### config.mk
export PLATFORM = sky130hd
export DESIGN_NAME = fc_layer_sequencer
export DESIGN_NICKNAME = d
export VERILOG_FILES = /design/src/rtl/fc_ctrl_pkg.sv /design/src/rtl/rd_lat_pipe.sv /design/src/rtl/fc_layer_sequencer.sv
export SDC_FILE = /design/constraint.sdc
export NUM_CORES = 1
export LEC_CHECK = 0
export BUFFER_PORTS_ARGS = -buffer_cell sky130_fd_sc_hd__buf_2
export CAP_MARGIN = 20
export CELL_PAD_IN_SITES_DETAIL_PLACEMENT = 1
export CELL_PAD_IN_SITES_GLOBAL_PLACEMENT = 1
export CORE_MARGIN = 3
export CORE_UTILIZATION = 47
export CTS_BUF_LIST = sky130_fd_sc_hd__clkbuf_16
export DETAILED_ROUTE_END_ITERATION = 12
export PLACE_DENSITY = 0.85
export SYNTH_ARGS = -nofsm -noshare
export SYNTH_HDL_FRONTEND = slang
export SYNTH_HIERARCHICAL = 1
export SYNTH_SLANG_ARGS = --single-unit
### constraint.sdc
create_clock -name clk -period 5.8 [get_ports clk]
set_clock_uncertainty 0.05 [all_clocks]
set_input_delay 0.29 -clock clk [delete_from_list [all_inputs] [get_ports clk]]
set_output_delay 0.29 -clock clk [all_outputs]
set_load 0.1 [all_outputs]
### src/rtl/fc_ctrl_pkg.sv
// rtl/fc_ctrl_pkg.sv - shared state encoding and default sizing for the fc layer control path
package fc_ctrl_pkg;

    localparam int FC_ADDR_W     = 8;
    localparam int FC_IDX_W      = 7;
    localparam int FC_MAX_INPUTS = 100;
    localparam int FC_RD_LAT     = 1;

    localparam logic [2:0] ST_IDLE  = 3'd0;
    localparam logic [2:0] ST_ISSUE = 3'd1;
    localparam logic [2:0] ST_DRAIN = 3'd2;
    localparam logic [2:0] ST_LOAD  = 3'd3;
    localparam logic [2:0] ST_DONE  = 3'd4;

endpackage

### src/rtl/rd_lat_pipe.sv
// rtl/rd_lat_pipe.sv - read-latency delay line carrying {valid, input index}
module rd_lat_pipe #(
    parameter int DEPTH = 1,
    parameter int IDX_W = 7
) (
    input  logic             clk,
    input  logic             reset,
    input  logic             in_valid,
    input  logic [IDX_W-1:0] in_idx,
    output logic             out_valid,
    output logic [IDX_W-1:0] out_idx,
    output logic             pending
);

    logic [DEPTH-1:0] valid;
    logic [IDX_W-1:0] idx [DEPTH];

    // Index fields only advance with a valid entry so the output holds its last index.
    always_ff @(posedge clk or posedge reset) begin
        if (reset) begin
            valid <= '0;
            for (int i = 0; i < DEPTH; i++) begin
                idx[i] <= '0;
            end
        end else begin
            valid[0] <= in_valid;
            if (in_valid) begin
                idx[0] <= in_idx;
            end
            for (int i = 1; i < DEPTH; i++) begin
                valid[i] <= valid[i-1];
                if (valid[i-1]) begin
                    idx[i] <= idx[i-1];
                end
            end
        end
    end

    // Entries still upstream of the output stage; the last stage is already visible.
    always_comb begin
        pending = 1'b0;
        for (int i = 0; i < DEPTH - 1; i++) begin
            pending = pending | valid[i];
        end
    end

    assign out_valid = valid[DEPTH-1];
    assign out_idx   = idx[DEPTH-1];

endmodule

### src/rtl/fc_layer_sequencer.sv
// rtl/fc_layer_sequencer.sv - sequences one fully-connected layer pass over weight memory and MAC
module fc_layer_sequencer
    import fc_ctrl_pkg::*;
#(
    parameter int ADDR_W     = FC_ADDR_W,
    parameter int IDX_W      = FC_IDX_W,
    parameter int MAX_INPUTS = FC_MAX_INPUTS,
    parameter int RD_LAT     = FC_RD_LAT
) (
    input  logic              clk,
    input  logic              reset,
    input  logic              start,
    input  logic [ADDR_W-1:0] base_addr,
    input  logic [IDX_W-1:0]  n_inputs,
    output logic              busy,
    output logic              done,
    output logic [ADDR_W-1:0] weight_addr,
    output logic [IDX_W-1:0]  input_idx,
    output logic              mac_clear,
    output logic              mac_en,
    output logic              out_load
);

    localparam logic [IDX_W-1:0] MAX_N = IDX_W'(MAX_INPUTS);

    logic [2:0]        state;
    logic [ADDR_W-1:0] base_q;
    logic [IDX_W-1:0]  n_eff;
    logic [IDX_W-1:0]  k;
    logic [IDX_W-1:0]  k_next;
    logic              issue_valid;
    logic              pending;

    assign k_next      = k + IDX_W'(1);
    assign issue_valid = (state == ST_ISSUE) && (n_eff != '0);

    // Outputs are registered alongside the state so each reflects the state it enters.
    always_ff @(posedge clk or posedge reset) begin
        if (reset) begin
            state       <= ST_IDLE;
            base_q      <= '0;
            n_eff       <= '0;
            k           <= '0;
            busy        <= 1'b0;
            done        <= 1'b0;
            mac_clear   <= 1'b0;
            out_load    <= 1'b0;
            weight_addr <= '0;
        end else begin
            mac_clear <= 1'b0;
            out_load  <= 1'b0;
            done      <= 1'b0;
            case (state)
                ST_IDLE: begin
                    if (start) begin
                        base_q      <= base_addr;
                        n_eff       <= (n_inputs > MAX_N) ? MAX_N : n_inputs;
                        k           <= '0;
                        weight_addr <= base_addr;
                        mac_clear   <= 1'b1;
                        busy        <= 1'b1;
                        state       <= ST_ISSUE;
                    end
                end
                ST_ISSUE: begin
                    if (n_eff == '0) begin
                        out_load <= 1'b1;
                        state    <= ST_LOAD;
                    end else if (k_next == n_eff) begin
                        state <= ST_DRAIN;
                    end else begin
                        k           <= k_next;
                        weight_addr <= base_q + ADDR_W'(k_next);
                    end
                end
                ST_DRAIN: begin
                    if (!pending) begin
                        out_load <= 1'b1;
                        state    <= ST_LOAD;
                    end
                end
                ST_LOAD: begin
                    done  <= 1'b1;
                    busy  <= 1'b0;
                    state <= ST_DONE;
                end
                ST_DONE: begin
                    state <= ST_IDLE;
                end
                default: begin
                    state <= ST_IDLE;
                end
            endcase
        end
    end

    rd_lat_pipe #(
        .DEPTH (RD_LAT),
        .IDX_W (IDX_W)
    ) u_pipe (
        .clk       (clk),
        .reset     (reset),
        .in_valid  (issue_valid),
        .in_idx    (k),
        .out_valid (mac_en),
        .out_idx   (input_idx),
        .pending   (pending)
    );

endmodule

==> impl_metrics.py, run 1 <==
metrics = {
    "global_routing": {
        "grt.overflow.total": 0,
        "grt_max_degree": 38,
        "grt_pass1_vias": 1954,
        "grt_first_pass_wirelength_um": 9920,
        "antenna_found_initial": 0,
        "grtUsageTotal": 0.212,
    },
    "sta": {
        "fin_crit_ns": 3.01,
        "final-hold-violation-count": 0,
        "setup_tns_ns": 0,
        "tightest_slew_ns": 0.729,
        "drv_slew": 0,
        "slew_headroom": 0.514,
        "rsz0062_at_grt": "false",
        "min_period_over_period": 0.519,
        "finalSetupViolations": 0,
        "max_freq_mhz": 332,
    },
    "synth": {
        "synthFlopType": "dfrtp_1",
        "ys_warn_count": 6,
        "synth_top_area_cell": "dfrtp_1",
        "synthDominantCellAreaShare": 0.471,
        "synth_seq_area_share": 0.471,
        "syn_nets": 263,
        "syn_area_per_cell_um2": 10.2,
        "synth_area_leaders": "dfrtp_1, nand2_1, mux2_4",
        "synth-edff-count": 0,
        "syn_inst": 235,
        "async_reset_ff_frac": 1.00,
        "syn-cell-area_um2": 2390,
        "ys_seq_elements": 45,
        "yosysUniqueCellTypes": 37,
    },
    "drt": {
        "vias_per_cell": 5.36,
        "first_pass_iters": 4,
        "drtIter0Drc": 102,
        "num_vias": 1823,
        "routedWlPerCell_um": 16.7,
        "routed_wirelength_um": 5670,
        "postRouteAntennaNets": 0,
        "drc": 0,
    },
    "cells_and_area": {
        "area_growth_pct": 15.5,
        "drive_gt1_frac": 0.227,
        "fillers": 564,
        "diodes": 0,
        "fin_nets": 301,
    },
    "floorplanning": {
        "core_um2": 4820,
        "die_h_um": 77.3,
        "die_x_um": 77.3,
        "dieArea_um2": 5980,
        "ios": 38,
        "start_util": 0.496,
        "num_rows": 25,
    },
    "critical_path": {
        "reg2reg_depth": 11,
        "endpoint_kind": "register",
        "slowest_stage": "dfrtp_1",
        "r2r_end": "weight_addr[7]",
        "reg2reg_setup_slack_ns": 2.79,
        "crit_top_cell": "ha_1",
        "crit_type": "register to register",
        "slowest_delay_ns": 0.45,
        "arrival_ns": 3.13,
        "start_kind": "register",
        "r2r_start": "k[0]",
        "worstPathRequired_ns": 5.92,
        "crit_path_start": "k[0]",
        "crit_chain": "ha_1 > and3_1 > xnor2_1 > inv_1 > ha_1 > nand3_1 > o211ai_1 > o41ai_1 > xor2_1 > o21ai_0 > mux2_2",
        "critPathMaxFanout": 6,
    },
    "clock_tree": {
        "clk_latency_ns": 0.28,
        "clk_pin_slew_worst_paths_ns": 0.06,
        "cts-buffers-inserted": 5,
        "clockBufferDepth": 2,
        "htree_levels": 2,
        "cts_tree": "built",
        "cts_root_buf": "clkbuf_16",
        "clock_sinks": 45,
        "cts_resized": 0,
    },
    "hold_path": {
        "hold_depth": 3,
        "hold_start": "base_addr[0]",
        "hold_end": "base_q[0]",
        "hold_path_class": "primary input to register",
    },
    "flow_run": {
        "maxCapViolations": 0,
    },
    "outcome": {
        "status": "finished, final reports clean",
    },
    "placement": {
        "finalWeightedCongestion": 0.811,
        "io_buffers": 37,
        "place_hpwl_um": 4230,
    },
}
==> synthesized netlist by cell type (2+ instances only) <==
library cell,count
a22o_1,5
buf_6,2
clkbuf_1,4
nand2_1,56
xnor2_1,9
nand2b_1,6
nor3_1,4
and3_1,2
inv_1,7
dfrtp_1,45
a21o_1,3
ha_1,9
nor2_1,16
xnor3_1,2
o21ai_0,10
mux2_4,10
or3_1,2
mux2_2,6
nand3_1,5
a21oi_1,7
xor2_1,7
a211oi_1,3
==> cells by family after synthesis <==
kind of cell | Yosys count | share of synthesized area
AND/OR/NAND/NOR | 97 | 0.179
AO/OA/AOI/OAI | 33 | 0.0932
XOR/XNOR | 18 | 0.0775
other | 1 | 0.00157
buffers and inverters | 15 | 0.0314
adder cells (fa/ha/maj) | 10 | 0.0555
multiplexers | 16 | 0.0911
flip-flops | 45 | 0.471
==> worst max path at each step <==
stage,endpoint,slack (ns),cells after the start
final,weight_addr[7],2.79,11
after global routing,weight_addr[7],2.56,11
after CTS,weight_addr[7],2.80,11
after detailed placement,weight_addr[7],2.90,11
after global placement,weight_addr[7],3.06,11
after floorplan,weight_addr[7],3.20,11
==> critical path: cells and delay by family, from the launching register on <==
family,cells,cell delay [ns]
adder cells (fa/ha/maj),2,0.65
AO/OA/AOI/OAI,3,0.53
XOR/XNOR,2,0.49
flip-flops,1,0.45
AND/OR/NAND/NOR,2,0.35
multiplexers,1,0.26
buffers and inverters,1,0.11
==> per-stage QoR <==
step	util	cell area [um^2]	setup slack, ns	cells	hold slack, ns
after detailed placement	0.543	2620	2.90	332	0.206
after global routing	0.573	2760	2.56	340	0.178
after global placement	0.543	2620	3.06	332	0.194
after floorplan	-	2390	3.20	235	0.0557
final	0.573	2760	2.79	340	0.161
after CTS	0.573	2760	2.80	340	0.157
==> layout by cell type (no fill, tap or decap), types with 2 or more instances in the layout <==
master and n:
buf_2 37, ha_1 9, a211oi_1 3, nand2_1 56, dfrtp_1 45, a21o_1 3, inv_1 8, nor3_1 4
and3_1 2, nand2b_1 6, mux2_4 10, nor2_1 16, a21oi_1 7, a22o_1 5, or3_1 2, xnor3_1 2
nand3_1 5, xnor2_1 9, o21ai_0 10, xor2_1 7, clkbuf_16 5, mux2_2 6
==> state kept, by name, summed over array words and instances, names as in the netlist <==
name and flops:
base_q 8, k 7, done 1, state 3
mac_clear 1, u_pipe/out_idx 7, u_pipe/out_valid 1, out_load 1
weight_addr 8, busy 1, n_eff 7
==> layer usage <==
metal | global-route usage | vias up | wire length (um)
met3 | 0.0540 | 8 | 219
met5 | 0 | - | 0
met2 | 0.342 | 39 | 2740
met1 | 0.276 | 907 | 2620
met4 | 0.0783 | 0 | 95
li1 | - | 869 | -
==> timing repair <==
action                                  4_1_cts  5_1_grt
endpoints found under the setup margin        0        0
hold endpoints to repair                      8        0
hold buffers                                  1        0
setup buffers                                 0        0
==> final cells by class <==
class | count | area, um^2 | share of cell area
clock buffer | 5 | 125 | 0.0453
clock inverter | 2 | 7.51 | 0.00272
inverter | 7 | 26.3 | 0.00952
multi-input combinational | 175 | 1190 | 0.431
sequential | 45 | 1130 | 0.408
tap | 67 | 83.8 | 0.0304
timing repair buffer | 39 | 203 | 0.0734
Power of run 1 is not shown: default switching activity piles up to over one toggle a cycle in this logic, so the estimate is an artifact.
==> run 2, diff against run 1 <==
- CORE_UTILIZATION: 47 -> 39
- PLACE_DENSITY: 0.85 -> 0.76
- clock period: 5.8 -> 2.6 ns (I/O delays scaled with it)
==> run 2 against run 1 <==
  * Non-clock buffer count increased by 14
  * Sequential cell count unchanged
  * Fmax increased by 18%
  * Cell count increased by 5.9%
  * Clock-buffer cell count unchanged
  * Global-route usage decreased by 3.7 points
  * Routed wire length increased by 5.8%
  * Critical endpoint is now weight_addr[5]
==> impl_metrics.py, run 2 (synthesis results as in run 1) <==
metrics = {
    "outcome": {
        "status": "finished, final reports clean",
    },
    "critical_path": {
        "reg2reg_depth": 12,
        "endpoint_kind": "register",
        "r2r_end": "weight_addr[5]",
        "critPathMaxFanout": 5,
        "crit_type": "register to register",
        "start_kind": "register",
        "reg2reg_setup_slack_ns": 0.05,
        "worstPathRequired_ns": 2.72,
        "arrival_ns": 2.67,
        "r2r_start": "k[0]",
    },
    "drt": {
        "num_vias": 1846,
        "drc": 0,
        "first_pass_iters": 4,
        "routed_wirelength_um": 6000,
        "drtIter0Drc": 68,
        "vias_per_cell": 5.13,
        "routedWlPerCell_um": 16.7,
        "postRouteAntennaNets": 0,
    },
    "floorplanning": {
        "dieArea_um2": 7100,
        "num_rows": 27,
        "die_h_um": 84.3,
        "start_util": 0.419,
        "die_x_um": 84.3,
        "ios": 38,
        "core_um2": 5710,
    },
    "cells_and_area": {
        "fin_nets": 315,
        "final_area_um2": 2970,
        "diodes": 0,
        "area_growth_pct": 24.2,
        "utilization": 0.520,
        "final_common_cell": "nand2_1",
        "mostFrequentLayoutCells": "nand2_1, dfrtp_1, buf_2, nor2_1, buf_4",
        "top_regs": "base_q: 8 flops, weight_addr: 8 flops",
        "drive_gt1_frac": 0.313,
    },
    "placement": {
        "io_buffers": 37,
        "dpl_cell_area_um2": 2690,
        "place_hpwl_um": 4290,
        "finalWeightedCongestion": 0.817,
    },
    "sta": {
        "fin_crit_ns": 2.55,
        "setup_tns_ns": 0,
        "finalSetupViolations": 0,
        "final-hold-violation-count": 0,
        "min_period_over_period": 0.980,
        "tightest_slew_ns": 0.748,
        "max_freq_mhz": 392,
        "slew_headroom": 0.501,
        "drv_slew": 0,
        "holdWs_ns": 0.00305,
        "rsz0062_at_grt": "true",
    },
    "global_routing": {
        "grt_busiest_layer": "met2",
        "grt_first_pass_wirelength_um": 9880,
        "globalRouteMet1Util": 0.242,
        "grt_pass1_vias": 1942,
        "grtUsageTotal": 0.175,
        "met2_usage": 0.285,
        "grt_use_met3": 0.0324,
        "grt.overflow.total": 0,
        "grt_max_degree": 21,
        "antenna_found_initial": 0,
    },
    "hold_path": {
        "hold_end": "base_q[0]",
        "hold_depth": 3,
        "hold_path_class": "primary input to register",
        "hold_start": "base_addr[0]",
    },
    "clock_tree": {
        "clockBufferDepth": 2,
        "clk_latency_ns": 0.29,
        "cts_root_buf": "clkbuf_16",
        "cts-buffers-inserted": 5,
        "clk_pin_slew_worst_paths_ns": 0.06,
        "cts_tree": "built",
        "htree_levels": 2,
        "clock_sinks": 45,
    },
    "flow_run": {
        "maxCapViolations": 0,
    },
}
-- run 2: worst max path at each step --
| stage | endpoint | from | slack [ns] | cells past startpoint |
|---|---|---|---|---|
| 2_1_floorplan | weight_addr[7] | k[0] | 0.06 | 11 |
| 3_3_place_gp | weight_addr[7] | k[0] | 0.09 | 11 |
| 3_5_place_dp | weight_addr[7] | k[0] | -0.12 | 11 |
| 4_1_cts | weight_addr[7] | k[0] | 0.01 | 11 |
| 5_1_grt | weight_addr[7] | k[0] | -0.08 | 10 |
| 6_report | weight_addr[5] | k[0] | 0.05 | 12 |
-- run 2: layout make-up --
class,instances,area (um^2)
Clock buffer,5,125
Clock inverter,3,18.8
Fill cell,643,2740
Inverter,7,26.3
Multi-Input combinational cell,175,1270
Sequential cell,45,1130
Tap cell,72,90.1
Timing Repair Buffer,53,313
-- run 2: critical path, cell delays in order (launching register included) --
cell      delay [ns]
dfrtp_1         0.40
ha_2            0.19
and3_4          0.20
xnor2_4         0.15
inv_2           0.08
ha_4            0.30
nand3_2         0.08
o211ai_1        0.29
buf_4           0.17
nor2_1          0.04
xor2_1          0.14
o21ai_1         0.07
mux2_2          0.27
-- run 2: metrics by stage --
step | cells | worst slack (ns)
6_report | 360 | 0.0508
5_1_grt | 360 | -0.0802
4_1_cts | 358 | 0.0124
3_5_place_dp | 345 | -0.124
3_3_place_gp | 345 | 0.0919
2_1_floorplan | 235 | 0.0567
-- run 2: what timing repair did --
item / CTS / global route
resized for setup: 8 / 8
pin swaps: 4 / 8
endpoints found under the hold margin: 27 / 0
setup endpoints to repair: 3 / 5
setup buffers: 2 / 2
hold buffers: 3 / 0
-- run 2: layer usage --
metal | vias to the layer above | wire, um
met1 | 913 | 2830
met4 | 0 | 110
met2 | 33 | 2870
li1 | 889 | -
met3 | 11 | 189
met5 | - | 0
Power of run 2 is left out for the same reason.
==> run 3, diff against run 2 <==
- CELL_PAD_IN_SITES_DETAIL_PLACEMENT: 1 -> 0
==> run 3 against run 2 <==
  * First-iteration DRC count grew 1.5%
  * Sequential cell count is the same
  * Utilization down 1.0 points
  * Setup slack improved by 0.053 ns
  * Hold slack improved by 0.0029 ns
  * Sequential share of layout area is 0.72 points higher
  * Non-clock buffer count down 2
  * Cell count shrank 0.83%
  * Critical path depth unchanged
  * Clock-buffer cell count unchanged
  * Fmax grew 2.1%
  * Via count down 5.5%
==> impl_metrics.py, run 3 (synthesis results as in run 1) <==
metrics = {
    "global_routing": {
        "grt_pass1_vias": 1758,
        "antenna_found_initial": 0,
        "grt.overflow.total": 0,
        "grt_max_degree": 21,
        "grtUsageTotal": 0.153,
        "grt_first_pass_wirelength_um": 8650,
    },
    "sta": {
        "min_period_over_period": 0.960,
        "fin_crit_ns": 2.50,
        "rsz0062_at_grt": "true",
        "final-hold-violation-count": 0,
        "finalSetupViolations": 0,
        "drv_slew": 0,
        "holdWs_ns": 0.00597,
        "setup_slack_ns": 0.104,
        "max_freq_mhz": 401,
        "tightest_slew_ns": 0.725,
        "setup_tns_ns": 0,
        "slew_headroom": 0.516,
    },
    "placement": {
        "preCtsSetupSlack_ns": -0.00549,
        "io_buffers": 37,
        "place_hpwl_um": 3760,
        "dpl_cell_area_um2": 2690,
        "finalWeightedCongestion": 0.817,
    },
    "cells_and_area": {
        "mostFrequentLayoutCells": "nand2_1, dfrtp_1, buf_2, nor2_1",
        "fillers": 524,
        "fin_nets": 313,
        "drive_gt1_frac": 0.274,
        "final_common_cell": "nand2_1",
        "top_regs": "base_q: 8 flops, weight_addr: 8 flops",
        "area_growth_pct": 21.8,
        "final_area_um2": 2910,
        "diodes": 0,
    },
    "critical_path": {
        "reg2reg_depth": 12,
        "critPathMaxFanout": 3,
        "crit_type": "register to register",
        "start_kind": "register",
        "arrival_ns": 2.61,
        "r2r_start": "k[0]",
        "reg2reg_setup_slack_ns": 0.10,
        "worstPathRequired_ns": 2.72,
        "r2r_end": "weight_addr[7]",
        "crit_path_start": "k[0]",
        "endpoint_kind": "register",
    },
    "drt": {
        "routedWlPerCell_um": 14.0,
        "num_vias": 1745,
        "drc": 0,
        "routed_wirelength_um": 5000,
        "vias_per_cell": 4.89,
        "drtIter0Drc": 69,
        "postRouteAntennaNets": 0,
        "first_pass_iters": 4,
    },
    "hold_path": {
        "hold_end": "base_q[6]",
        "hold_start": "base_addr[6]",
        "hold_depth": 3,
        "hold_path_class": "primary input to register",
    },
    "outcome": {
        "status": "finished, final reports clean",
    },
    "floorplanning": {
        "die_h_um": 84.3,
        "core_um2": 5710,
        "ios": 38,
        "die_x_um": 84.3,
        "dieArea_um2": 7100,
        "num_rows": 27,
        "start_util": 0.419,
    },
    "clock_tree": {
        "cts_root_buf": "clkbuf_16",
        "clockBufferDepth": 2,
        "htree_levels": 2,
        "clock_sinks": 45,
        "cts-buffers-inserted": 5,
        "clk_latency_ns": 0.28,
        "clk_pin_slew_worst_paths_ns": 0.06,
        "cts_tree": "built",
    },
    "flow_run": {
        "maxCapViolations": 0,
    },
}
## run 3: cell types whose count changed in the layout (fill, tap and decap cells not counted), moves of 2 or more
cell	previous run	this run
and3_4	2	0
and3_1	0	2
ha_2	2	0
buf_4	13	10
## run 3: per-stage QoR
step                utilization  cells
floorplan                     -    235
global placement          0.471    345
detailed placement        0.471    345
CTS                       0.504    356
global route              0.510    357
finish                    0.510    357
## run 3: area by class of cell
cell class | instances | area [um^2] | share of cell area
Inverter | 7 | 26.3 | 0.00903
Multi-Input combinational cell | 175 | 1230 | 0.423
Tap cell | 72 | 90.1 | 0.0310
Clock buffer | 5 | 125 | 0.0430
Sequential cell | 45 | 1130 | 0.387
Timing Repair Buffer | 51 | 300 | 0.103
Clock inverter | 2 | 11.3 | 0.00387
## run 3: how the worst max path moves through the flow
stage | to | slack (ns) | cells after the start
final | weight_addr[7] | 0.10 | 12
after global routing | weight_addr[7] | -0.05 | 12
after CTS | weight_addr[7] | 0.03 | 11
after detailed placement | weight_addr[7] | -0.005 | 11
after global placement | weight_addr[7] | 0.09 | 11
after floorplan | weight_addr[7] | 0.06 | 11
## run 3: critical path, stage by stage, from the launching register on
cell     delay (ns)
dfrtp_1        0.38
ha_1           0.20
and3_1         0.22
and3_1         0.23
or2b_1         0.20
nand2_2        0.09
ha_4           0.28
nor2_1         0.04
nor2_1         0.12
o41ai_2        0.09
xor2_1         0.15
o21ai_0        0.08
mux2_2         0.26
## run 3: what timing repair did
| item | in CTS | in global routing |
|---|---|---|
| hold buffers | 4 | 0 |
| hold endpoints to repair | 28 | 0 |
| buffers inserted | 0 | 1 |
| resized for setup | 1 | 4 |
| cloned | 0 | 0 |
| endpoints found under the setup margin | 1 | 5 |
| pin swaps | 1 | 4 |
## run 3: per-layer routing
metal | vias up | routed length [um] | track usage
li1 | 887 | - | -
met1 | 819 | 2510 | 0.209
met2 | 31 | 2180 | 0.244
met3 | 8 | 217 | 0.0402
met4 | 0 | 91 | 0.0351
met5 | - | 0 | 0
Power of run 3 is left out for the same reason.
